## src/rtl/vertex_stream_sequencer_if.sv

```systemverilog
`default_nettype none
// ============================================================================
// Module   : vertex_stream_sequencer_if
// Purpose  : Bundles the frame control, vertex memory, projection engine and
//            rasterizer FIFO signals of the vertex stream sequencer.
// Modports : master - the sequencer (drives busy/frame_done, vert_rd/addr,
//                     mvp_start/update/x/y/z, out_* head signals)
//            slave  - the surrounding system (frame control, vertex memory,
//                     projection engine, rasterizer consumer)
// Revision : 1.0 - initial release
// ============================================================================
interface vertex_stream_sequencer_if #(
  parameter int ADDR_W = 8
);
  // Frame control
  logic              frame_start;
  logic [ADDR_W-1:0] vert_count;
  logic              busy;
  logic              frame_done;
  // Vertex memory
  logic              vert_rd;
  logic [ADDR_W-1:0] vert_addr;
  logic [31:0]       vert_x;
  logic [31:0]       vert_y;
  logic [31:0]       vert_z;
  // Projection engine
  logic              mvp_start;
  logic              mvp_update;
  logic [31:0]       mvp_x;
  logic [31:0]       mvp_y;
  logic [31:0]       mvp_z;
  logic              mvp_done;
  logic [31:0]       mvp_ox;
  logic [31:0]       mvp_oy;
  logic [31:0]       mvp_oz;
  // Rasterizer output FIFO
  logic              out_valid;
  logic              out_ready;
  logic [15:0]       out_sx;
  logic [15:0]       out_sy;
  logic              out_clip;
  logic              out_last;

  modport master (
    input  frame_start, vert_count,
    output busy, frame_done,
    output vert_rd, vert_addr,
    input  vert_x, vert_y, vert_z,
    output mvp_start, mvp_update, mvp_x, mvp_y, mvp_z,
    input  mvp_done, mvp_ox, mvp_oy, mvp_oz,
    output out_valid, out_sx, out_sy, out_clip, out_last,
    input  out_ready
  );

  modport slave (
    output frame_start, vert_count,
    input  busy, frame_done,
    input  vert_rd, vert_addr,
    output vert_x, vert_y, vert_z,
    input  mvp_start, mvp_update, mvp_x, mvp_y, mvp_z,
    output mvp_done, mvp_ox, mvp_oy, mvp_oz,
    input  out_valid, out_sx, out_sy, out_clip, out_last,
    output out_ready
  );
endinterface
`default_nettype wire

```

## src/rtl/vertex_stream_sequencer.sv

```systemverilog
`default_nettype none
// ============================================================================
// Module   : vertex_stream_sequencer
// Purpose  : Per frame: requests an MVP matrix update from the projection
//            engine, then fetches each vertex from vertex memory, issues one
//            transform per vertex and pushes the screen coordinates (with a
//            clip flag and an end-of-frame marker) into a small output FIFO
//            feeding the line rasterizer.
// Ports    : clock   - system clock, all logic on posedge
//            reset_n - asynchronous active-low reset
//            bus     - vertex_stream_sequencer_if.master (frame control,
//                      vertex memory, engine handshake, output FIFO head)
// Params   : ADDR_W     - vertex address width / vert_count width
//            FIFO_DEPTH - output FIFO entries (power of two, >= 2)
// Revision : 1.0 - initial release
// ============================================================================
module vertex_stream_sequencer #(
  parameter int ADDR_W     = 8,
  parameter int FIFO_DEPTH = 4
) (
  input  wire logic                  clock,
  input  wire logic                  reset_n,
  vertex_stream_sequencer_if.master  bus
);

  // --------------------------------------------------------------------------
  // State encoding
  // --------------------------------------------------------------------------
  localparam logic [3:0] S_IDLE      = 4'd0;
  localparam logic [3:0] S_UPD_ISSUE = 4'd1;
  localparam logic [3:0] S_UPD_WAIT  = 4'd2;
  localparam logic [3:0] S_FETCH     = 4'd3;
  localparam logic [3:0] S_FW1       = 4'd4;
  localparam logic [3:0] S_FW2       = 4'd5;
  localparam logic [3:0] S_XF_ISSUE  = 4'd6;
  localparam logic [3:0] S_XF_WAIT   = 4'd7;
  localparam logic [3:0] S_PUSH      = 4'd8;
  localparam logic [3:0] S_FINISH    = 4'd9;

  // FIFO geometry; an entry is {sx[15:0], sy[15:0], clip, last}
  localparam int             PTR_W       = (FIFO_DEPTH > 1) ? $clog2(FIFO_DEPTH) : 1;
  localparam int             CNT_W       = PTR_W + 1;
  localparam int             ENTRY_W     = 34;
  localparam logic [CNT_W-1:0] C_FIFO_FULL = CNT_W'(FIFO_DEPTH);

  // --------------------------------------------------------------------------
  // Declarations
  // --------------------------------------------------------------------------
  logic [3:0]         r_state;
  logic [3:0]         w_state_nxt;

  logic [ADDR_W-1:0]  r_count;
  logic [ADDR_W-1:0]  r_idx;
  logic [31:0]        r_mvp_x;
  logic [31:0]        r_mvp_y;
  logic [31:0]        r_mvp_z;

  logic [15:0]        r_res_sx;
  logic [15:0]        r_res_sy;
  logic               r_res_clip;

  logic [ENTRY_W-1:0] r_fifo_mem [FIFO_DEPTH];
  logic [PTR_W-1:0]   r_wr_ptr;
  logic [PTR_W-1:0]   r_rd_ptr;
  logic [CNT_W-1:0]   r_fifo_cnt;

  logic               w_fifo_full;
  logic               w_fifo_valid;
  logic               w_push;
  logic               w_pop;
  logic               w_is_last;
  logic               w_clip;
  logic [ENTRY_W-1:0] w_push_data;
  logic [ENTRY_W-1:0] w_head;

  logic               w_busy;
  logic               w_frame_done;
  logic               w_vert_rd;
  logic               w_mvp_start;
  logic               w_mvp_update;

  // The z result is not needed by the rasterizer.
  logic               w_unused;
  assign w_unused = ^bus.mvp_oz;

  // --------------------------------------------------------------------------
  // Shared combinational terms
  // --------------------------------------------------------------------------
  assign w_fifo_full  = (r_fifo_cnt == C_FIFO_FULL);
  assign w_fifo_valid = (r_fifo_cnt != '0);

  // Only meaningful once a non-zero count has been latched (PUSH state).
  assign w_is_last = (r_idx == (r_count - ADDR_W'(1)));

  // Screen is 640x480; anything negative or beyond the edge is clipped.
  assign w_clip = bus.mvp_ox[31]
                | ($signed(bus.mvp_ox) > 32'sd639)
                | bus.mvp_oy[31]
                | ($signed(bus.mvp_oy) > 32'sd479);

  // --------------------------------------------------------------------------
  // FSM: state register
  // --------------------------------------------------------------------------
  always_ff @(posedge clock or negedge reset_n) begin
    if (!reset_n) begin
      r_state <= S_IDLE;
    end else begin
      r_state <= w_state_nxt;
    end
  end

  // --------------------------------------------------------------------------
  // FSM: next-state logic
  // --------------------------------------------------------------------------
  always_comb begin
    w_state_nxt = r_state;
    case (r_state)
      S_IDLE:      if (bus.frame_start) w_state_nxt = S_UPD_ISSUE;
      S_UPD_ISSUE: if (bus.mvp_done)    w_state_nxt = S_UPD_WAIT;
      S_UPD_WAIT: begin
        if (bus.mvp_done) begin
          w_state_nxt = (r_count == '0) ? S_FINISH : S_FETCH;
        end
      end
      // FIFO space is reserved here so that PUSH can never overflow.
      S_FETCH:     if (!w_fifo_full)    w_state_nxt = S_FW1;
      S_FW1:       w_state_nxt = S_FW2;
      S_FW2:       w_state_nxt = S_XF_ISSUE;
      S_XF_ISSUE:  w_state_nxt = S_XF_WAIT;
      S_XF_WAIT:   if (bus.mvp_done)    w_state_nxt = S_PUSH;
      S_PUSH:      w_state_nxt = w_is_last ? S_FINISH : S_FETCH;
      S_FINISH:    w_state_nxt = S_IDLE;
      default:     w_state_nxt = S_IDLE;
    endcase
  end

  // --------------------------------------------------------------------------
  // FSM: output logic
  // --------------------------------------------------------------------------
  always_comb begin
    w_busy       = 1'b0;
    w_frame_done = 1'b0;
    w_vert_rd    = 1'b0;
    w_mvp_start  = 1'b0;
    w_mvp_update = 1'b0;
    case (r_state)
      S_IDLE: ;
      S_FINISH:    w_frame_done = 1'b1;
      S_UPD_ISSUE: begin
        w_busy = 1'b1;
        // The engine is idle between frames; the gate only holds off the
        // request if a previous operation is somehow still running.
        w_mvp_start  = bus.mvp_done;
        w_mvp_update = bus.mvp_done;
      end
      S_FETCH: begin
        w_busy    = 1'b1;
        w_vert_rd = !w_fifo_full;
      end
      S_XF_ISSUE: begin
        w_busy      = 1'b1;
        w_mvp_start = 1'b1;
      end
      default:     w_busy = 1'b1;
    endcase
  end

  // --------------------------------------------------------------------------
  // Datapath registers
  // --------------------------------------------------------------------------
  always_ff @(posedge clock or negedge reset_n) begin
    if (!reset_n) begin
      r_count    <= '0;
      r_idx      <= '0;
      r_mvp_x    <= '0;
      r_mvp_y    <= '0;
      r_mvp_z    <= '0;
      r_res_sx   <= '0;
      r_res_sy   <= '0;
      r_res_clip <= 1'b0;
    end else begin
      if ((r_state == S_IDLE) && bus.frame_start) begin
        r_count <= bus.vert_count;
      end

      if ((r_state == S_UPD_WAIT) && bus.mvp_done) begin
        r_idx <= '0;
      end else if ((r_state == S_PUSH) && !w_is_last) begin
        r_idx <= r_idx + ADDR_W'(1);
      end

      // Memory data arrives two cycles after the read strobe, i.e. in FW2.
      // The captured vertex stays put until the next FW2, covering the
      // whole transform.
      if (r_state == S_FW2) begin
        r_mvp_x <= bus.vert_x;
        r_mvp_y <= bus.vert_y;
        r_mvp_z <= bus.vert_z;
      end

      // Results are captured as the engine reports done so the FIFO entry
      // does not depend on the engine holding its outputs into PUSH.
      if ((r_state == S_XF_WAIT) && bus.mvp_done) begin
        r_res_sx   <= bus.mvp_ox[15:0];
        r_res_sy   <= bus.mvp_oy[15:0];
        r_res_clip <= w_clip;
      end
    end
  end

  // --------------------------------------------------------------------------
  // Output FIFO
  // --------------------------------------------------------------------------
  assign w_push      = (r_state == S_PUSH);
  assign w_pop       = w_fifo_valid && bus.out_ready;
  assign w_push_data = {r_res_sx, r_res_sy, r_res_clip, w_is_last};

  always_ff @(posedge clock) begin
    if (w_push) begin
      r_fifo_mem[r_wr_ptr] <= w_push_data;
    end
  end

  // Pointers wrap naturally because the depth is a power of two.
  always_ff @(posedge clock or negedge reset_n) begin
    if (!reset_n) begin
      r_wr_ptr   <= '0;
      r_rd_ptr   <= '0;
      r_fifo_cnt <= '0;
    end else begin
      if (w_push) r_wr_ptr <= r_wr_ptr + PTR_W'(1);
      if (w_pop)  r_rd_ptr <= r_rd_ptr + PTR_W'(1);
      case ({w_push, w_pop})
        2'b10:   r_fifo_cnt <= r_fifo_cnt + CNT_W'(1);
        2'b01:   r_fifo_cnt <= r_fifo_cnt - CNT_W'(1);
        default: r_fifo_cnt <= r_fifo_cnt;
      endcase
    end
  end

  // Head fields are forced to zero while empty so stale entries never leak.
  assign w_head = w_fifo_valid ? r_fifo_mem[r_rd_ptr] : '0;

  // --------------------------------------------------------------------------
  // Port drive
  // --------------------------------------------------------------------------
  assign bus.busy       = w_busy;
  assign bus.frame_done = w_frame_done;
  assign bus.vert_rd    = w_vert_rd;
  assign bus.vert_addr  = r_idx;
  assign bus.mvp_start  = w_mvp_start;
  assign bus.mvp_update = w_mvp_update;
  assign bus.mvp_x      = r_mvp_x;
  assign bus.mvp_y      = r_mvp_y;
  assign bus.mvp_z      = r_mvp_z;
  assign bus.out_valid  = w_fifo_valid;
  assign bus.out_sx     = w_head[33:18];
  assign bus.out_sy     = w_head[17:2];
  assign bus.out_clip   = w_head[1];
  assign bus.out_last   = w_head[0];

endmodule
`default_nettype wire

```

## src/flat_wrapper.sv

```systemverilog
// flat-port wrapper written by rule: the top's interface ports become plain ports
module vertex_stream_sequencer_flat 
#(
  parameter int ADDR_W     = 8,
  parameter int FIFO_DEPTH = 4
)
  (clock, reset_n, bus_frame_start, bus_vert_count, bus_busy, bus_frame_done, bus_vert_rd, bus_vert_addr, bus_vert_x, bus_vert_y, bus_vert_z, bus_mvp_start, bus_mvp_update, bus_mvp_x, bus_mvp_y, bus_mvp_z, bus_mvp_done, bus_mvp_ox, bus_mvp_oy, bus_mvp_oz, bus_out_valid, bus_out_sx, bus_out_sy, bus_out_clip, bus_out_last, bus_out_ready);
  vertex_stream_sequencer_if #(.ADDR_W(ADDR_W)) bus_i ();
  input  wire logic clock;
  input  wire logic reset_n;
  input wire logic [$bits(bus_i.frame_start)-1:0] bus_frame_start;
  input wire logic [$bits(bus_i.vert_count)-1:0] bus_vert_count;
  output wire logic [$bits(bus_i.busy)-1:0] bus_busy;
  output wire logic [$bits(bus_i.frame_done)-1:0] bus_frame_done;
  output wire logic [$bits(bus_i.vert_rd)-1:0] bus_vert_rd;
  output wire logic [$bits(bus_i.vert_addr)-1:0] bus_vert_addr;
  input wire logic [$bits(bus_i.vert_x)-1:0] bus_vert_x;
  input wire logic [$bits(bus_i.vert_y)-1:0] bus_vert_y;
  input wire logic [$bits(bus_i.vert_z)-1:0] bus_vert_z;
  output wire logic [$bits(bus_i.mvp_start)-1:0] bus_mvp_start;
  output wire logic [$bits(bus_i.mvp_update)-1:0] bus_mvp_update;
  output wire logic [$bits(bus_i.mvp_x)-1:0] bus_mvp_x;
  output wire logic [$bits(bus_i.mvp_y)-1:0] bus_mvp_y;
  output wire logic [$bits(bus_i.mvp_z)-1:0] bus_mvp_z;
  input wire logic [$bits(bus_i.mvp_done)-1:0] bus_mvp_done;
  input wire logic [$bits(bus_i.mvp_ox)-1:0] bus_mvp_ox;
  input wire logic [$bits(bus_i.mvp_oy)-1:0] bus_mvp_oy;
  input wire logic [$bits(bus_i.mvp_oz)-1:0] bus_mvp_oz;
  output wire logic [$bits(bus_i.out_valid)-1:0] bus_out_valid;
  output wire logic [$bits(bus_i.out_sx)-1:0] bus_out_sx;
  output wire logic [$bits(bus_i.out_sy)-1:0] bus_out_sy;
  output wire logic [$bits(bus_i.out_clip)-1:0] bus_out_clip;
  output wire logic [$bits(bus_i.out_last)-1:0] bus_out_last;
  input wire logic [$bits(bus_i.out_ready)-1:0] bus_out_ready;
  assign bus_i.frame_start = bus_frame_start;
  assign bus_i.vert_count = bus_vert_count;
  assign bus_busy = bus_i.busy;
  assign bus_frame_done = bus_i.frame_done;
  assign bus_vert_rd = bus_i.vert_rd;
  assign bus_vert_addr = bus_i.vert_addr;
  assign bus_i.vert_x = bus_vert_x;
  assign bus_i.vert_y = bus_vert_y;
  assign bus_i.vert_z = bus_vert_z;
  assign bus_mvp_start = bus_i.mvp_start;
  assign bus_mvp_update = bus_i.mvp_update;
  assign bus_mvp_x = bus_i.mvp_x;
  assign bus_mvp_y = bus_i.mvp_y;
  assign bus_mvp_z = bus_i.mvp_z;
  assign bus_i.mvp_done = bus_mvp_done;
  assign bus_i.mvp_ox = bus_mvp_ox;
  assign bus_i.mvp_oy = bus_mvp_oy;
  assign bus_i.mvp_oz = bus_mvp_oz;
  assign bus_out_valid = bus_i.out_valid;
  assign bus_out_sx = bus_i.out_sx;
  assign bus_out_sy = bus_i.out_sy;
  assign bus_out_clip = bus_i.out_clip;
  assign bus_out_last = bus_i.out_last;
  assign bus_i.out_ready = bus_out_ready;
  vertex_stream_sequencer #(.ADDR_W(ADDR_W), .FIFO_DEPTH(FIFO_DEPTH)) u_core (.clock(clock), .reset_n(reset_n), .bus(bus_i));
endmodule
```

## config.mk

```make
export PLATFORM = sky130hd
export DESIGN_NAME = vertex_stream_sequencer_flat
export DESIGN_NICKNAME = d
export VERILOG_FILES = /design/src/rtl/vertex_stream_sequencer_if.sv /design/src/rtl/vertex_stream_sequencer.sv /design/src/flat_wrapper.sv
export SDC_FILE = /design/constraint.sdc
export NUM_CORES = 1
export LEC_CHECK = 0
export CAP_MARGIN = 20
export CORE_ASPECT_RATIO = 1.5
export CORE_MARGIN = 5
export CORE_UTILIZATION = 42
export CTS_BUF_LIST = sky130_fd_sc_hd__clkbuf_8
export CTS_CLUSTER_SIZE = 25
export DETAILED_ROUTE_END_ITERATION = 8
export GPL_TIMING_DRIVEN = 0
export HOLD_SLACK_MARGIN = 0.02
export MAX_ROUTING_LAYER = met4
export PLACE_DENSITY = 0.74
export SLEW_MARGIN = 20
export SYNTH_ARGS = -nofsm -noshare
export SYNTH_HDL_FRONTEND = slang
export SYNTH_SLANG_ARGS = --single-unit
export TNS_END_PERCENT = 100
```

## constraint.sdc

```tcl
create_clock -name clock -period 3.59 [get_ports clock]
set_input_delay 0.718 -clock clock [delete_from_list [all_inputs] [get_ports clock]]
set_output_delay 0.718 -clock clock [all_outputs]
set_load 0.02 [all_outputs]
```

Word-level counts from Yosys, hierarchy flattened
Memory sizes are Yosys's and may differ from the RTL's.
Cells that the tools add are included.

storage, ports and cells
  bits in registers = 156
  bits in latches = 0
  RAM bits = 136
  ROM bits = 0
  input bits = 205
  output and inout port bits = 144
  logic and storage cells = 75
  memories = 1

memory list
  name               depth  width  rd ports  clocked after Yosys merged registers in  write ports  RTL line                       source
  u_core.r_fifo_mem  4      34     1         0                                        1            vertex_stream_sequencer.sv:62  logic [ENTRY_W-1:0] r_fifo_mem [FIFO_DEPTH];

cells by class
  add/subtract/negate cells = 6
  multiply operators = 0
  divide/modulo/power cells = 0
  magnitude comparators = 2
  equality and inequality tests = 18
  shifts and indexed selects = 0
  muxes and demuxes = 19
  bitwise operators = 3
  reduce and logical (&&, ||, !) cells = 14

operators with widths
  kind                                                                                count
  4-bit one-hot mux with 9 select lines                                               1
  34-bit two-way mux                                                                  1
  32-bit by 10-bit greater-than comparator with 1-bit output (second input constant)  1
  32-bit by 11-bit greater-than comparator with 1-bit output (second input constant)  1
  4-bit two-way mux                                                                   7
  4-bit by 3-bit equality test with 1-bit output (second input constant)              4
  8-bit two-way mux                                                                   2
  2-bit inequality test (second input constant)                                       5
  8-bit by 1-bit adder with 8-bit output (second input constant)                      1
  4-bit by 2-bit equality test with 1-bit output (second input constant)              2
  4-bit equality test (second input constant)                                         2
  8-bit equality test                                                                 1
  8-bit zero test                                                                     1
  8-bit by 1-bit subtractor with 8-bit output (second input constant)                 1
  1-bit two-way mux                                                                   6
  3-bit one-hot mux with 2 select lines                                               1
  1-bit logical AND                                                                   5
  5-bit AND reduction                                                                 1
  2-bit by 1-bit adder with 2-bit output (second input constant)                      2
  4-bit by 1-bit equality test with 1-bit output (second input constant)              1
  4-bit zero test                                                                     1
  2-bit nonzero test                                                                  2
  3-bit by 1-bit adder with 3-bit output (second input constant)                      1
  3-bit equality test (second input constant)                                         1
  8 further kinds                                                                     11

Depth between registers and ports, before layout
Gate-level depths: netlist of the first run.

  word-level depth = 6
  depth in mapped cells = 10
  gate-level depth less buffers = 9

Worst setup path after synthesis of the first run
OpenSTA, ideal clock, no wires.

  path type = register -> output
  start point = reg u_core.r_rd_ptr[0]
  end point = out bus_out_sx[0]
  arrival time = 2041 ps
  data required time = 2872 ps
  slack = 831 ps
  stages on the path, launching flop included = 5
  buffers on the path = 2
  path through = dfrtp_1 clkbuf_1 buf_1 mux4_2 and2_1

on the way
  longest elaborated chain between the ends = 2

RTL lines
  what                    RTL line                        source
  start, declared         vertex_stream_sequencer.sv:64   logic [PTR_W-1:0] r_rd_ptr;
  start signal, assigned  vertex_stream_sequencer.sv:232  if (w_pop) r_rd_ptr <= r_rd_ptr + PTR_W'(1);
  memory 4 x 34 bit       n/a
  34-bit two-way mux      vertex_stream_sequencer.sv:242  assign w_head = w_fifo_valid ? r_fifo_mem[r_rd_ptr] : '0;
  end, declared           flat_wrapper.sv:30              output wire logic [$bits(bus_i.out_sx)-1:0] bus_out_sx;

Every way passes these cells.

Worst setup path after layout of the first run
  start point = reg u_core.r_rd_ptr[1]
  end point = out bus_out_sx[11]

The elaborated chain is that of the path after synthesis.

==> results of run 1 <==
how the worst max path moves through the flow:
stage                                           startpoint                               end  slack [ps]
after floorplan             u_core.r_rd_ptr[0]$_DFFE_PN0P_                     bus_out_sx[0]         830
after global placement                             reset_n  u_core.bus.mvp_x[22]$_DFFE_PN0N_       -5070
after detailed placement    u_core.r_rd_ptr[0]$_DFFE_PN0P_                     bus_out_sx[4]         -60
after CTS                   u_core.r_rd_ptr[0]$_DFFE_PN0P_                     bus_out_sx[4]           5
after global routing      u_core.r_fifo_cnt[0]$_DFFE_PN0P_                     bus_out_sx[5]           9
final                       u_core.r_rd_ptr[1]$_DFFE_PN0P_                    bus_out_sx[11]         180
area by class of cell:
type,count,area (um^2)
plain buffers,32,143.9
multi-input cells,362,3573
inverters,14,52.55
fillers,2160,11380
clock buffers,50,688.2
repair buffers,320,3273
well taps,346,432.9
clock inverters,24,240.2
flip-flops and latches,292,7989
diodes,3,7.507
timing repair:
item,4_1_cts,5_1_grt
gates resized for setup,10,3
setup endpoints to repair,29,28
pin swaps,0,0
sequential cells by signal, indices dropped and copies added, names as in the netlist:
name and flops:
u_core.r_fifo_mem 136, u_core.r_state 4, u_core.r_res_sx 16, u_core.bus.mvp_x 32
u_core.r_count 8, u_core.bus.mvp_z 32, u_core.r_res_clip 1, u_core.r_fifo_cnt 3
u_core.r_rd_ptr 2, u_core.bus.vert_addr 8, u_core.r_res_sy 16, u_core.r_wr_ptr 2
u_core.bus.mvp_y 32
critical path: cells and delay by family (launching register included):
kind                   cells  cell delay (ps)
DFF                        1              320
buffers and inverters      3             1320
and+or+nand+nor            1              170
muxes                      1              340
through the flow:
stage               TNS [ps]  setup slack (ps)
detailed placement    -295.5            -64.25
floorplan                  0             830.6
CTS                        0             4.787
finish                     0             184.1
global placement     -788030             -5067
global route               0             8.923
cell usage in the layout (no fill, tap or decap), types with 12 or more instances in the layout:
cell	instances
and2_1	38
clkbuf_1	24
clkbuf_8	50
clkdlybuf4s50_1	314
dfrtp_1	155
edfxtp_1	136
inv_1	22
mux2_2	136
mux4_2	34
nand2_1	13
nor2_1	20
nor4_1	13
xnor2_1	12
power groups by stage:
stage | clock, uW | combinational, uW | sequential, uW
final | 2870 | 6060 | 5370
after global routing | 3110 | 6470 | 5510
after CTS | 2970 | 6170 | 5380
after detailed placement | 0 | 6150 | 5400
after global placement | 0 | 6080 | 5340
after floorplan | 0 | 2810 | 5980
layer usage:
metal | global-route usage (%) | vias up | wire length [um]
met5 | - | - | 0
met4 | 6.026 | 0 | 787
met3 | 6.448 | 56 | 2368
met2 | 33.53 | 287 | 15400
met1 | 19.07 | 3617 | 9941
li1 | - | 3352 | -
logic make-up (layout without fill, tap and decap cells):
| group | count (synthesis) | after routing | synth area share, % |
|---|---|---|---|
| compound gates | 36 | 36 | 1.907 |
| simple gates | 123 | 123 | 5.978 |
| fa+ha+maj | 9 | 9 | 1.023 |
| mux | 175 | 175 | 20.00 |
| other cells | 0 | 3 | 0 |
| flops | 292 | 292 | 68.02 |
| buf+inv | 47 | 440 | 1.588 |
| xor+xnor | 19 | 19 | 1.481 |
==> impl_results.md, run 1 <==
* Min-delay worst type: in -> async
* Slew margin rel. at 44.80%
* Pwr/cell area at 871.8 nW/um^2
* Die ar. at 31470 um^2
* Setup CP Type: reg -> out
* Worst-Margin Slew at 825.0 ps
* Final nets at 1278
* Most common cell in the synthesized netlist: dfrtp_1
* Critical Path RT at 2870 ps
* Clock transition at path regs at 60 ps
* Detail Route Antenna Nets at 0
* Reg2reg start: u_core.r_state[3]$_DFFE_PN0P_
* Final worst-path cycle share at 94.87%
* # IOs at 349
* Post-synth top area cell: edfxtp_1
* Drc violations at 0
* CTS Buf Count at 42
* Clk buf depth at 3
* FP Rows at 75
* Fin. Hold Viols at 0
* Vias at 7312
* Share of cells above drive strength 1 at 23.67%
* Clock power share at 20.1%
* Core box area at 27780 um^2
* Setup bufs post-CTS at 0
* RSZ-0062 raised after global routing: false
* Placed cell count at 1367
* Maximum vdd drop at 0.0005523 V
* Max cap viols at 0
* Share of Yosys cell area claimed by the top area cell type at 34.78%
* CP Capture Type: primary output
* Iteration count of the initial detailed-routing pass at 4
* Die height at 214.8 um
* Clk Latency, worst-skew pair at 550 ps
* Synth unique cells at 47
* Top_reg_cell synth: dfrtp_1
* Mapped Cells at 701
* Via density at 5.067
* Initial antenna violation count at 3
* Switching Share at 33.50%
* Final setup vio count at 0
* Sw power at 4790 uW
* CTS tree: yes
* Routed Wire Length at 28490 um
* Port buffer count at 315
* Commonest cells post-synth: dfrtp_1, edfxtp_1, mux2_2
* Mapped Area at 11740 um^2
* Final hold slack at 88.88 ps
* DR WL/cell at 19.75 um
* Grt ovf at 0
* Register area share after synthesis at 68.02%
* Max-slew violation count at 0
* Mapped Nets at 915
* Syn_area_per_cell at 16.75 um^2
* Logic pwr share at 42.4%
* R2R depth at 7
* Ys Warns at 0
* CP peak stage delay at 580 ps
* Placer Congestion at 0.8367
* Flops & latches, synth at 292
* Pwr Total at 14300 uW
* Top post-synthesis cells by area: edfxtp_1, dfrtp_1, mux2_2
* Placed instance area at 15450 um^2
* Register share of total power at 37.5%
* Maximum clock frequency at 0.2936 GHz
* Clock Tree Root: clkbuf_8
* Outcome: complete, no violations
* Number of synthesized flops with an enable pin at 136
* Die X at 146.5 um
* Initial Util at 42.27%
* CTS sink count at 292
* R2R Setup Slk at 780 ps
* Final Non-Filler Cells at 1443
* Area grow syn2layout at 39.67%
* P_leak at 0.006164 uW
* Slowest cell on the critical path: clkdlybuf4s50_1
* Clk_skew at 10.07 ps
* Worst EP arrival at 2690 ps
* Critical-path cell list: clkbuf_1, clkbuf_2, mux4_2, and2_1, clkdlybuf4s50_1
* Fraction of registers with async set or reset after synthesis at 53.42%
* R2R Path End: u_core.bus.mvp_z[7]$_DFFE_PN0N_
* CP startpoint kind: register
* Crit-path max FO at 10
* Layout Utilization at 59.05%
* Min Tclk post-route at 3406 ps
* Number of global-route vias before repair at 8199
* Initial drt markers at 268
* Post-CTS Hold Buffers at 0
* Largest net degree at the start of global routing at 91
* HPWL after DPL at 21160 um
* Int Pwr at 9508 uW
* Cell area after layout at 16400 um^2
* GRT Util Overall at 18.70%
* First-pass GRT wire length at 44620 um
* H-tree depth at 2
(Power assumes the default switching activity.)
==> run 2: changes to the inputs <==
--- a/config.mk
+++ b/config.mk
@@ -7,15 +7,15 @@
 export LEC_CHECK = 0
 export CAP_MARGIN = 20
 export CORE_ASPECT_RATIO = 1.5
-export CORE_MARGIN = 5
+export CORE_MARGIN = 3
 export CORE_UTILIZATION = 42
 export CTS_BUF_LIST = sky130_fd_sc_hd__clkbuf_8
 export CTS_CLUSTER_SIZE = 25
 export DETAILED_ROUTE_END_ITERATION = 8
 export GPL_TIMING_DRIVEN = 0
 export HOLD_SLACK_MARGIN = 0.02
-export MAX_ROUTING_LAYER = met4
 export PLACE_DENSITY = 0.74
+export REMOVE_ABC_BUFFERS = 1
 export SLEW_MARGIN = 20
 export SYNTH_ARGS = -nofsm -noshare
 export SYNTH_HDL_FRONTEND = slang
==> run 2 against run 1 <==
Compared with the run above:
- core utilization is 0.45 points higher
- sequential share of layout area rose by 0.31 points
- final cell count fell by 1.9%
- via count decreased by 1.5%
- non-clock buffer count shrank 25
- routed wire length fell by 1.7%
- register-to-register slack improved by 130 ps
- final area shrank 0.59%
- clock skew grew 12 ps
- clock-buffer cell count down 4
- first-iteration DRC count is 9.0% higher
- largest cell class unchanged
==> impl_results.md, run 2 (synthesized netlist as in run 1, its figures left out) <==
* Critical Path RT at 2870 ps (about the same)
* CTS Buf Count at 43 (+2.4%)
* Logic pwr share at 43.0% (+0.6 points)
* First-pass GRT wire length at 43780 um (-1.9%)
* Worst EP arrival at 2630 ps (-60 ps)
* FP Rows at 74 (-1.3%)
* Clock Tree Root: clkbuf_8
* Clock power share at 17.8% (-2.3 points)
* HPWL after DPL at 20210 um (-4.5%)
* R2R Setup Slk at 910 ps (+130 ps)
* Core box area at 27410 um^2 (-1.3%)
* Die ar. at 30040 um^2 (-4.5%)
* PnR worst setup slack at 244.9 ps (+60.77 ps)
* CTS resizes at 0 (-10)
* Placer Congestion at 0.8070 (-3.5%)
* Max-slew violation count at 0 (unchanged)
* Final setup vio count at 0 (unchanged)
* Routed Wire Length at 28010 um (-1.7%)
* Setup bufs post-CTS at 0 (unchanged)
* GRT Util Overall at 18.87% (+0.17 points)
* RSZ-0062 raised after global routing: false
* Post-CTS Hold Buffers at 0 (unchanged)
* Die X at 142.5 um (-2.7%)
* Crit-path max FO at 32 (+22)
* CP peak stage delay at 560 ps (-20 ps)
* Worst-Margin Slew at 707.7 ps (-117.4 ps)
* H-tree depth at 2 (unchanged)
* R2R depth at 7 (unchanged)
* Detail Route Antenna Nets at 0 (unchanged)
* CTS sink count at 292 (unchanged)
* Clock transition at path regs at 60 ps (about the same)
* Final nets at 1254 (-1.9%)
* Switching Share at 34.06% (+0.56 points)
* Pwr Total at 13930 uW (-2.6%)
* CP endpoint: bus_out_sx[7]
* Fin. Hold Viols at 0 (unchanged)
* Most common cell after layout, fill and taps aside: clkdlybuf4s50_1
* Via density at 5.088 (+0.40%)
* Slew margin rel. at 52.71% (+7.9 points)
* Cell area after layout at 16300 um^2 (-0.59%)
* Int Pwr at 9186 uW (-3.4%)
* Iteration count of the initial detailed-routing pass at 5 (+1)
* Setup WS pre-CTS at 559.3 ps (+623.5 ps)
* Initial antenna violation count at 4 (+1)
* Drc violations at 0 (unchanged)
* CTS tree: yes
* R2R Path End: u_core.bus.vert_addr[7]$_DFFE_PN0P_
* Final worst-path cycle share at 93.18% (-1.7 points)
* Commonest cells after routing, fill and taps aside: clkdlybuf4s50_1, dfrtp_1, mux2_2, edfxtp_1, clkbuf_8
* Register share of total power at 39.2% (+1.7 points)
* Port buffer count at 316 (+0.32%)
* Die height at 210.8 um (-1.9%)
* Critical-path cell list: buf_16, mux4_2, and2_1, clkdlybuf4s50_1
* CP startpoint kind: register
* Outcome: complete, no violations
* Grt ovf at 0 (unchanged)
* # IOs at 349 (unchanged)
* Max cap viols at 0 (unchanged)
* Sw power at 4746 uW (-0.92%)
* Placed instance area at 15500 um^2 (+0.32%)
* Maximum vdd drop at 0.0005437 V (-1.6%)
* Vias at 7204 (-1.5%)
* DR WL/cell at 19.78 um (+0.18%)
* Max FFs per register at 136 (unchanged)
* Area grow syn2layout at 38.85%
* CP Capture Type: primary output
* Clk buf depth at 3 (unchanged)
* Number of global-route vias before repair at 8077 (-1.5%)
* Clk Latency, worst-skew pair at 560 ps (about the same)
* Share of cells above drive strength 1 at 23.81% (+0.13 points)
* Reg2reg start: u_core.r_count[3]$_DFFE_PN0P_
* Initial Util at 42.85% (+0.57 points)
* Pwr/cell area at 854.5 nW/um^2 (-2.0%)
* Largest net degree at the start of global routing at 87 (-4.4%)
* Beginning of the critical path: u_core.r_rd_ptr[0]$_DFFE_PN0P_
* Setup CP Type: reg -> out
* Min-delay worst type: in -> async
* Clk_skew at 21.62 ps (+11.55 ps)
* Biggest register: u_core.r_fifo_mem
* Min Tclk post-route at 3345 ps (-60.77 ps)
* Final hold slack at 115.4 ps (+26.51 ps)
* Initial drt markers at 292 (+9.0%)
* P_leak at 0.006116 uW (-0.78%)
* Maximum clock frequency at 0.2989 GHz (+1.8%)
* Slowest cell on the critical path: clkdlybuf4s50_1
## run 2: cell count changes in the layout (fill, tap and decap cells not counted), moves of 2 or more
cell / before / now
clkbuf_8: 50 / 46
clkbuf_1: 24 / 0
nor2_1: 20 / 18
clkinvlp_4: 0 / 3
bufinv_16: 5 / 1
inv_1: 22 / 28
inv_6: 2 / 0
nor2_4: 0 / 2
buf_16: 2 / 7
clkbuf_2: 4 / 0
clkinv_1: 1 / 3
buf_4: 3 / 0
## run 2: power groups by stage
stage	combinational [uW]	clock, uW	sequential, uW
after floorplan	2650	0	6150
after global placement	5850	0	5610
after detailed placement	6060	0	5530
after CTS	6090	2570	5470
after global routing	6400	2730	5620
final	6000	2480	5460
## run 2: metal layers
layer	vias to the layer above	part of all wire [%]	track usage [%]
li1	3313	-	-
met4	2	2.9	6.920
met5	-	0.046	0
met1	3563	35	19.73
met2	268	53	33.99
met3	58	8.8	7.361
## run 2: critical path: cells and delay by family, from the launching register on
family	cells	cell delay, ps
buffers and inverters	2	830
muxes	1	550
DFF	1	480
and+or+nand+nor	1	170
## run 2: how the worst min path moves through the flow
stage,startpoint,endpoint,slack (ps)
after floorplan,reset_n,u_core.bus.mvp_x[0]$_DFFE_PN0N_,420
after global placement,u_core.r_fifo_cnt[2]$_DFFE_PN0P_,u_core.r_fifo_cnt[2]$_DFFE_PN0P_,460
after detailed placement,u_core.r_fifo_cnt[2]$_DFFE_PN0P_,u_core.r_fifo_cnt[2]$_DFFE_PN0P_,470
after CTS,reset_n,u_core.r_res_sx[0]$_DFFE_PN0P_,100
after global routing,reset_n,u_core.r_res_sx[0]$_DFFE_PN0P_,110
final,reset_n,u_core.r_res_sx[0]$_DFFE_PN0P_,120
## run 2: final cells by class
| class | count | area (um^2) |
|---|---|---|
| Antenna cell | 3 | 7.507 |
| Clock buffer | 46 | 633.1 |
| Clock inverter | 30 | 160.2 |
| Fill cell | 2149 | 11100 |
| Inverter | 14 | 52.55 |
| Multi-Input combinational cell | 362 | 3590 |
| Sequential cell | 292 | 7993 |
| Tap cell | 342 | 427.9 |
| Timing Repair Buffer | 327 | 3441 |
## run 2: stage by stage
step                      instances  utilization, %  TNS [ps]
after floorplan                 668               -   -178070
after global placement         1326           55.46  -1256980
after detailed placement       1337           56.57         0
after CTS                      1413           59.46         0
after global routing           1416           59.49         0
final                          1416           59.49         0
==> RTL change 1, RTL diff (settings of run 1) <==
Reset style: synchronous (`reset_n`), changed in 3 clocked blocks. Comments in the files are not updated.
--- a/src/rtl/vertex_stream_sequencer.sv
+++ b/src/rtl/vertex_stream_sequencer.sv
@@ -101,7 +101,7 @@
   // --------------------------------------------------------------------------
   // FSM: state register
   // --------------------------------------------------------------------------
-  always_ff @(posedge clock or negedge reset_n) begin
+  always_ff @(posedge clock) begin
     if (!reset_n) begin
       r_state <= S_IDLE;
     end else begin
@@ -168,7 +168,7 @@
   // --------------------------------------------------------------------------
   // Datapath registers
   // --------------------------------------------------------------------------
-  always_ff @(posedge clock or negedge reset_n) begin
+  always_ff @(posedge clock) begin
     if (!reset_n) begin
       r_count    <= '0;
       r_idx      <= '0;
@@ -222,7 +222,7 @@
   end
 
   // Pointers wrap naturally because the depth is a power of two.
-  always_ff @(posedge clock or negedge reset_n) begin
+  always_ff @(posedge clock) begin
     if (!reset_n) begin
       r_wr_ptr   <= '0;
       r_rd_ptr   <= '0;
Function: differs if reset_n is asserted again (counterexample within 4 cycles, from zero or initial values and one cycle with reset_n low); with reset_n held inactive, the same outputs for 10 cycles.
==> RTL change 1 against run 1 <==
Sequential cell count is 2 higher. Final cell count rose by 22%. First-iteration DRC count up 43%. Design area is 0.38% lower. Hold slack better by 0.37 ns. Critical path depth unchanged. Synthesized area barely moved. Non-clock buffer count increased by 30. Worst setup slack got worse by 0.0043 ns. Global-route usage is 1.7 points higher. Routed wire length grew 12%. Register-to-register slack gained 0.24 ns. Largest cell class unchanged.
Power is not compared: it rests on default switching activity, and its combinational part moved more than twofold at a synthesized area within 25%.
==> RTL change 1: results (changes against run 1) <==
[finish]
seq_share_pct=44.4  ; was 48.7%
fillers=2360  ; was 2160
postLayoutCoreUtil_pct=58.8  ; was 59.0%
final-clk-cell-share_pct=5.43  ; was 5.66%
antenna_cells=2  ; was 3
multi_input_area_share_pct=25.6  ; was 21.8%
buffers=382  ; was 352
instances_no_fill=1757  ; was 1443
final_area_um2=16300  ; was 16400 um^2
drive_above_1_share_pct=9.01  ; was 23.7%
inv_count=9  ; was 14
multi_input_cells=640  ; was 362

[logic_synthesis]
synth_ff_type=dfxtp_1  ; was dfrtp_1
ys_seq_area_share_pct=61.8  ; was 68.0%
synthArstFlopShare_pct=0  ; was 53.4%
synthTopCellsByCount=nand2_1, dfxtp_1, edfxtp_1  ; was dfrtp_1, edfxtp_1, mux2_2
yosys-top-cells-area=edfxtp_1, dfxtp_1, nand2_1, a21boi_0, mux4_2  ; was edfxtp_1, dfrtp_1, mux2_2, mux4_2, and2_1

[outcome]
status=finished clean  ; unchanged

[routing]
firstDrtPassIters=7  ; was 4
wl_met2_mm=17.1  ; was 15.4 mm
wl_met1_mm=11.3  ; was 9.94 mm
wl_met3_mm=2.49  ; was 2.37 mm
drt_iter0_drc=383  ; was 268
vias=8797  ; was 7312
routedWlPerCell_um=18.1  ; was 19.7 um

[critical_path]
reg2reg_from=u_core.r_state[1]$_SDFFE_PN0P_  ; was u_core.r_state[3]$_DFFE_PN0P_
reg2reg_to=u_core.bus.mvp_y[10]$_SDFFE_PN0N_  ; was u_core.bus.mvp_z[7]$_DFFE_PN0N_
r2r_slack_ns=1.02  ; was 0.78 ns
cp_slowest_stage_delay_ns=0.62  ; was 0.58 ns

[timing]
hold_ws_ns=0.460  ; was 0.0889 ns
fin_skew_ns=0.0157  ; was 0.0101 ns
worst_pin_slew_ns=1.05  ; was 0.825 ns

[placement]
dp.cells=1672  ; was 1367
pre_cts_ws_ns=0.0700  ; was -0.0642 ns
dp_hpwl_mm=24.0  ; was 21.2 mm
routabilityCongestion=0.865  ; was 0.837
io_buffer_count=315  ; unchanged

[grt]
antenna_found_initial=1  ; was 3
grt_start_max_net_pins=20  ; was 91
grt_pass1_wl_mm=49.1  ; was 44.6 mm

[min_path]
hold_path_class=reg -> reg  ; was in -> async

[power]
power_clock_uw=2700

[clocking]
numCtsBuffers=46  ; was 42

RTL change 1: routing by layer:
layer / up-vias / track usage, %
met5: - / -
met2: 324 / 37.9
met3: 53 / 6.13
met1: 4137 / 20.1
li1: 4283 / -
met4: 0 / 6.62
RTL change 1: logic make-up (layout without fill, tap and decap cells):
logic type	after synthesis	in the layout	synth area share (%)
AOI/OAI and AO/OA	172	172	10.8
DFF	294	294	61.8
buffers and inverters	73	475	2.63
other	0	2	0
xor gates and xnor gates	15	15	1.12
adders and majority gates	9	9	1.02
and+or+nand+nor	401	401	15.4
muxes	43	43	7.29
RTL change 1: through the flow:
| step | total power, uW | TNS, ns |
|---|---|---|
| after floorplan | 4150 | 0 |
| after global placement | 4600 | -0.00266 |
| after detailed placement | 4620 | 0 |
| after CTS | 7340 | 0 |
| after global routing | 7580 | 0 |
| final | 7250 | 0 |
RTL change 1: worst max-delay path by stage:
stage / startpoint / depth (start not counted) / endpoint / slack, ns
6_report: u_core.r_fifo_cnt[0]$_SDFFE_PN0P_ / 5 / bus_out_sx[6] / 0.18
5_1_grt: u_core.r_fifo_cnt[0]$_SDFFE_PN0P_ / 5 / bus_out_sx[6] / 0.02
4_1_cts: u_core.r_fifo_cnt[0]$_SDFFE_PN0P_ / 5 / bus_out_sy[13] / 0.03
3_5_place_dp: bus_mvp_ox[12] / 5 / u_core.r_res_clip$_SDFFE_PN0P_ / 0.07
3_3_place_gp: bus_mvp_ox[12] / 5 / u_core.r_res_clip$_SDFFE_PN0P_ / -0.003
2_1_floorplan: flip-flop / 4 / bus_out_sx[0] / 1.20
RTL change 1: what timing repair did:
action / 4_1_cts / 5_1_grt
setup endpoints to repair: 30 / 12
hold buffers: 0 / 0
resized for setup: 6 / 3
==> RTL change 2, RTL diff (flow settings as in run 1) <==
Made on the original files. `ADDR_W` is set to 8 in 3 places; all go to 9.
--- a/src/rtl/vertex_stream_sequencer_if.sv
+++ b/src/rtl/vertex_stream_sequencer_if.sv
@@ -10,7 +10,7 @@
 // Revision : 1.0 - initial release
 // ============================================================================
 interface vertex_stream_sequencer_if #(
-  parameter int ADDR_W = 8
+  parameter int ADDR_W = 9
 );
   // Frame control
   logic              frame_start;
--- a/src/rtl/vertex_stream_sequencer.sv
+++ b/src/rtl/vertex_stream_sequencer.sv
@@ -15,7 +15,7 @@
 // Revision : 1.0 - initial release
 // ============================================================================
 module vertex_stream_sequencer #(
-  parameter int ADDR_W     = 8,
+  parameter int ADDR_W     = 9,
   parameter int FIFO_DEPTH = 4
 ) (
   input  wire logic                  clock,
--- a/src/flat_wrapper.sv
+++ b/src/flat_wrapper.sv
@@ -1,7 +1,7 @@
 // flat-port wrapper written by rule: the top's interface ports become plain ports
 module vertex_stream_sequencer_flat 
 #(
-  parameter int ADDR_W     = 8,
+  parameter int ADDR_W     = 9,
   parameter int FIFO_DEPTH = 4
 )
   (clock, reset_n, bus_frame_start, bus_vert_count, bus_busy, bus_frame_done, bus_vert_rd, bus_vert_addr, bus_vert_x, bus_vert_y, bus_vert_z, bus_mvp_start, bus_mvp_update, bus_mvp_x, bus_mvp_y, bus_mvp_z, bus_mvp_done, bus_mvp_ox, bus_mvp_oy, bus_mvp_oz, bus_out_valid, bus_out_sx, bus_out_sy, bus_out_clip, bus_out_last, bus_out_ready);
Interface: changed (resized bus_vert_addr and bus_vert_count); port bits go from 349 to 351. No check against the original RTL was run, so the function may have changed too.
==> RTL change 2 against run 1 <==
Critical path depth unchanged. Maximum frequency down 1.3%. Design area up 1.1%. Power up 1.9%. Largest cell class unchanged. Worst setup slack worse by 0.044 ns. Synthesized area increased by 0.97%. Routed wire length is 4.9% higher. Sequential cell count grew 2.
==> RTL change 2: results (changes against run 1) <==
[grt]
grt_start_max_net_pins=84  ; was 91
antenna_found_initial=0  ; was 3
grt_pass1_wl_mm=46.6  ; was 44.6 mm
grt_pass1_vias=8349  ; was 8199
grt_usage_pct=19.4  ; was 18.7%

[clocking]
cts_root_buffer=clkbuf_8  ; unchanged
cts_max_path_buffers=3  ; unchanged
h-tree-depth=2  ; unchanged
clk_pin_slew_worst_paths_ns=0.07
postCtsSetupRepairBufs=0  ; unchanged
clk_latency_ns=0.56
numCtsBuffers=44  ; was 42

[power]
sequentialPower_uw=5410  ; was 5370 uW
p_comb_share_pct=43.5  ; was 42.4%
power_leakage_uw=0.00633  ; was 0.00616 uW
swShare_pct=34.4  ; was 33.5%
p_total_uw=14600  ; was 14300 uW
ir_worst_vdd_uv=633  ; was 552 uV

[critical_path]
crit_slowest_cell=clkdlybuf4s50_1  ; unchanged
reg2reg_to=u_core.r_res_sx[14]$_DFFE_PN0P_  ; was u_core.bus.mvp_z[7]$_DFFE_PN0N_
reg2reg_from=u_core.r_state[0]$_DFFE_PN0P_  ; was u_core.r_state[3]$_DFFE_PN0P_
worstPathArrival_ns=2.73  ; was 2.69 ns
worst-r2r-cell-count=5  ; was 7
cp_max_fo=10  ; unchanged
cp_top_family=buffers and inverters  ; unchanged
r2r_slack_ns=0.91  ; was 0.78 ns
cp_slowest_stage_delay_ns=0.55  ; was 0.58 ns

[placement]
place_area_um2=15600  ; was 15500 um^2
pre_cts_ws_ns=0.173  ; was -0.0642 ns
io_buffer_count=318  ; was 315
dp_hpwl_mm=21.8  ; was 21.2 mm
dp.cells=1374  ; was 1367
routabilityCongestion=0.791  ; was 0.837

[outcome]
status=finished clean  ; unchanged

[logic_synthesis]
synth-edff-count=136  ; unchanged
syn_nets=918  ; was 915
syn_area_per_cell_um2=16.8  ; about the same
synthTopCellsByCount=dfrtp_1, edfxtp_1, mux2_2  ; unchanged
ys_types=51  ; was 47
ys_warn_count=0  ; unchanged
yosys-top-cells-area=edfxtp_1, dfrtp_1, mux2_2, mux4_2, and2_1  ; unchanged
ys_seq_area_share_pct=67.8  ; was 68.0%
synthArstFlopShare_pct=53.7  ; was 53.4%

[timing]
worst_pin_slew_ns=0.818  ; was 0.825 ns
hold_ws_ns=0.192  ; was 0.0889 ns
fin_skew_ns=0.0213  ; was 0.0101 ns

[routing]
wl_mm=29.9  ; was 28.5 mm
drt_iter0_drc=383  ; was 268
avgViaCountPerCell=5.14  ; was 5.07
firstDrtPassIters=4  ; unchanged
vias=7491  ; was 7312

[finish]
largest_reg_flops=136  ; unchanged
regMostFlops=u_core.r_fifo_mem  ; unchanged
drive_above_1_share_pct=25.0  ; was 23.7%
nets=1288  ; was 1278

[min_path]
hold_path_class=in -> async  ; unchanged

[RTL change 2: cell types whose count changed in the layout (fill, tap and decap cells not counted), moves of 4 or more]
cell      before  now
nand2_1       13   20
o31ai_1        4    0
buf_2          0    8
mux2i_1        4    9
o21ai_0        6   10
nor3_1         2    6
o21ai_1        5    0
clkbuf_8      50   55
clkbuf_1      24   18
a21oi_1       11    4
nor2_1        20   16
[RTL change 2: stage by stage]
| step | utilization (%) | setup TNS, ns |
|---|---|---|
| 2_1_floorplan | - | 0 |
| 3_3_place_gp | 55.3 | -825.85 |
| 3_5_place_dp | 55.8 | 0 |
| 4_1_cts | 59.2 | 0 |
| 5_1_grt | 59.3 | 0 |
| 6_report | 59.3 | 0 |
[RTL change 2: area by class of cell]
class | instances | area (um^2)
clock inverters | 26 | 178
fillers | 2182 | 11400
well taps | 346 | 433
repair buffers | 324 | 3320
plain buffers | 33 | 168
flip-flops and latches | 294 | 8040
inverters | 8 | 30.0
diodes | 1 | 2.50
multi-input cells | 369 | 3650
clock buffers | 55 | 757
[RTL change 2: metal layers]
metal / share of wire (%) / routed length (um) / global-route usage (%) / vias up
met5: 0 / 0 / - / -
met4: 2.3 / 680 / 5.66 / 0
met3: 8.3 / 2490 / 5.71 / 55
met2: 54 / 16000 / 34.9 / 320
met1: 36 / 10700 / 20.6 / 3728
li1: - / - / - / 3388
[RTL change 2: timing repair]
action,4_1_cts,5_1_grt
gates cloned,0,0
hold buffers,0,0
setup endpoints to repair,29,18
endpoints found under the hold margin,0,0
resized for setup,10,9
[RTL change 2: cell families after synthesis]
| logic type | Yosys count | share of synthesized area [%] |
|---|---|---|
| AO/OA/AOI/OAI | 25 | 1.40 |
| multiplexers | 179 | 20.1 |
| buffers and inverters | 41 | 1.45 |
| flip-flops | 294 | 67.8 |
| AND/OR/NAND/NOR | 138 | 6.85 |
| XOR/XNOR | 19 | 1.47 |
| adder cells (fa/ha/maj) | 8 | 0.908 |
[RTL change 2: how the worst max path moves through the flow]
stage	from	endpoint	slack (ns)	cells after the start
after floorplan	u_core.r_rd_ptr[0]$_DFFE_PN0P_	bus_out_sx[10]	1.06	4
after global placement	reset_n	u_core.r_res_sy[3]$_DFFE_PN0P_	-5.25	1
after detailed placement	u_core.r_rd_ptr[0]$_DFFE_PN0P_	bus_out_sx[11]	0.17	5
after CTS	u_core.r_fifo_cnt[0]$_DFFE_PN0P_	bus_out_sx[11]	0.03	5
after global routing	u_core.r_fifo_cnt[0]$_DFFE_PN0P_	bus_out_sy[7]	0.01	5
final	u_core.r_rd_ptr[1]$_DFFE_PN0P_	bus_out_sx[11]	0.14	5
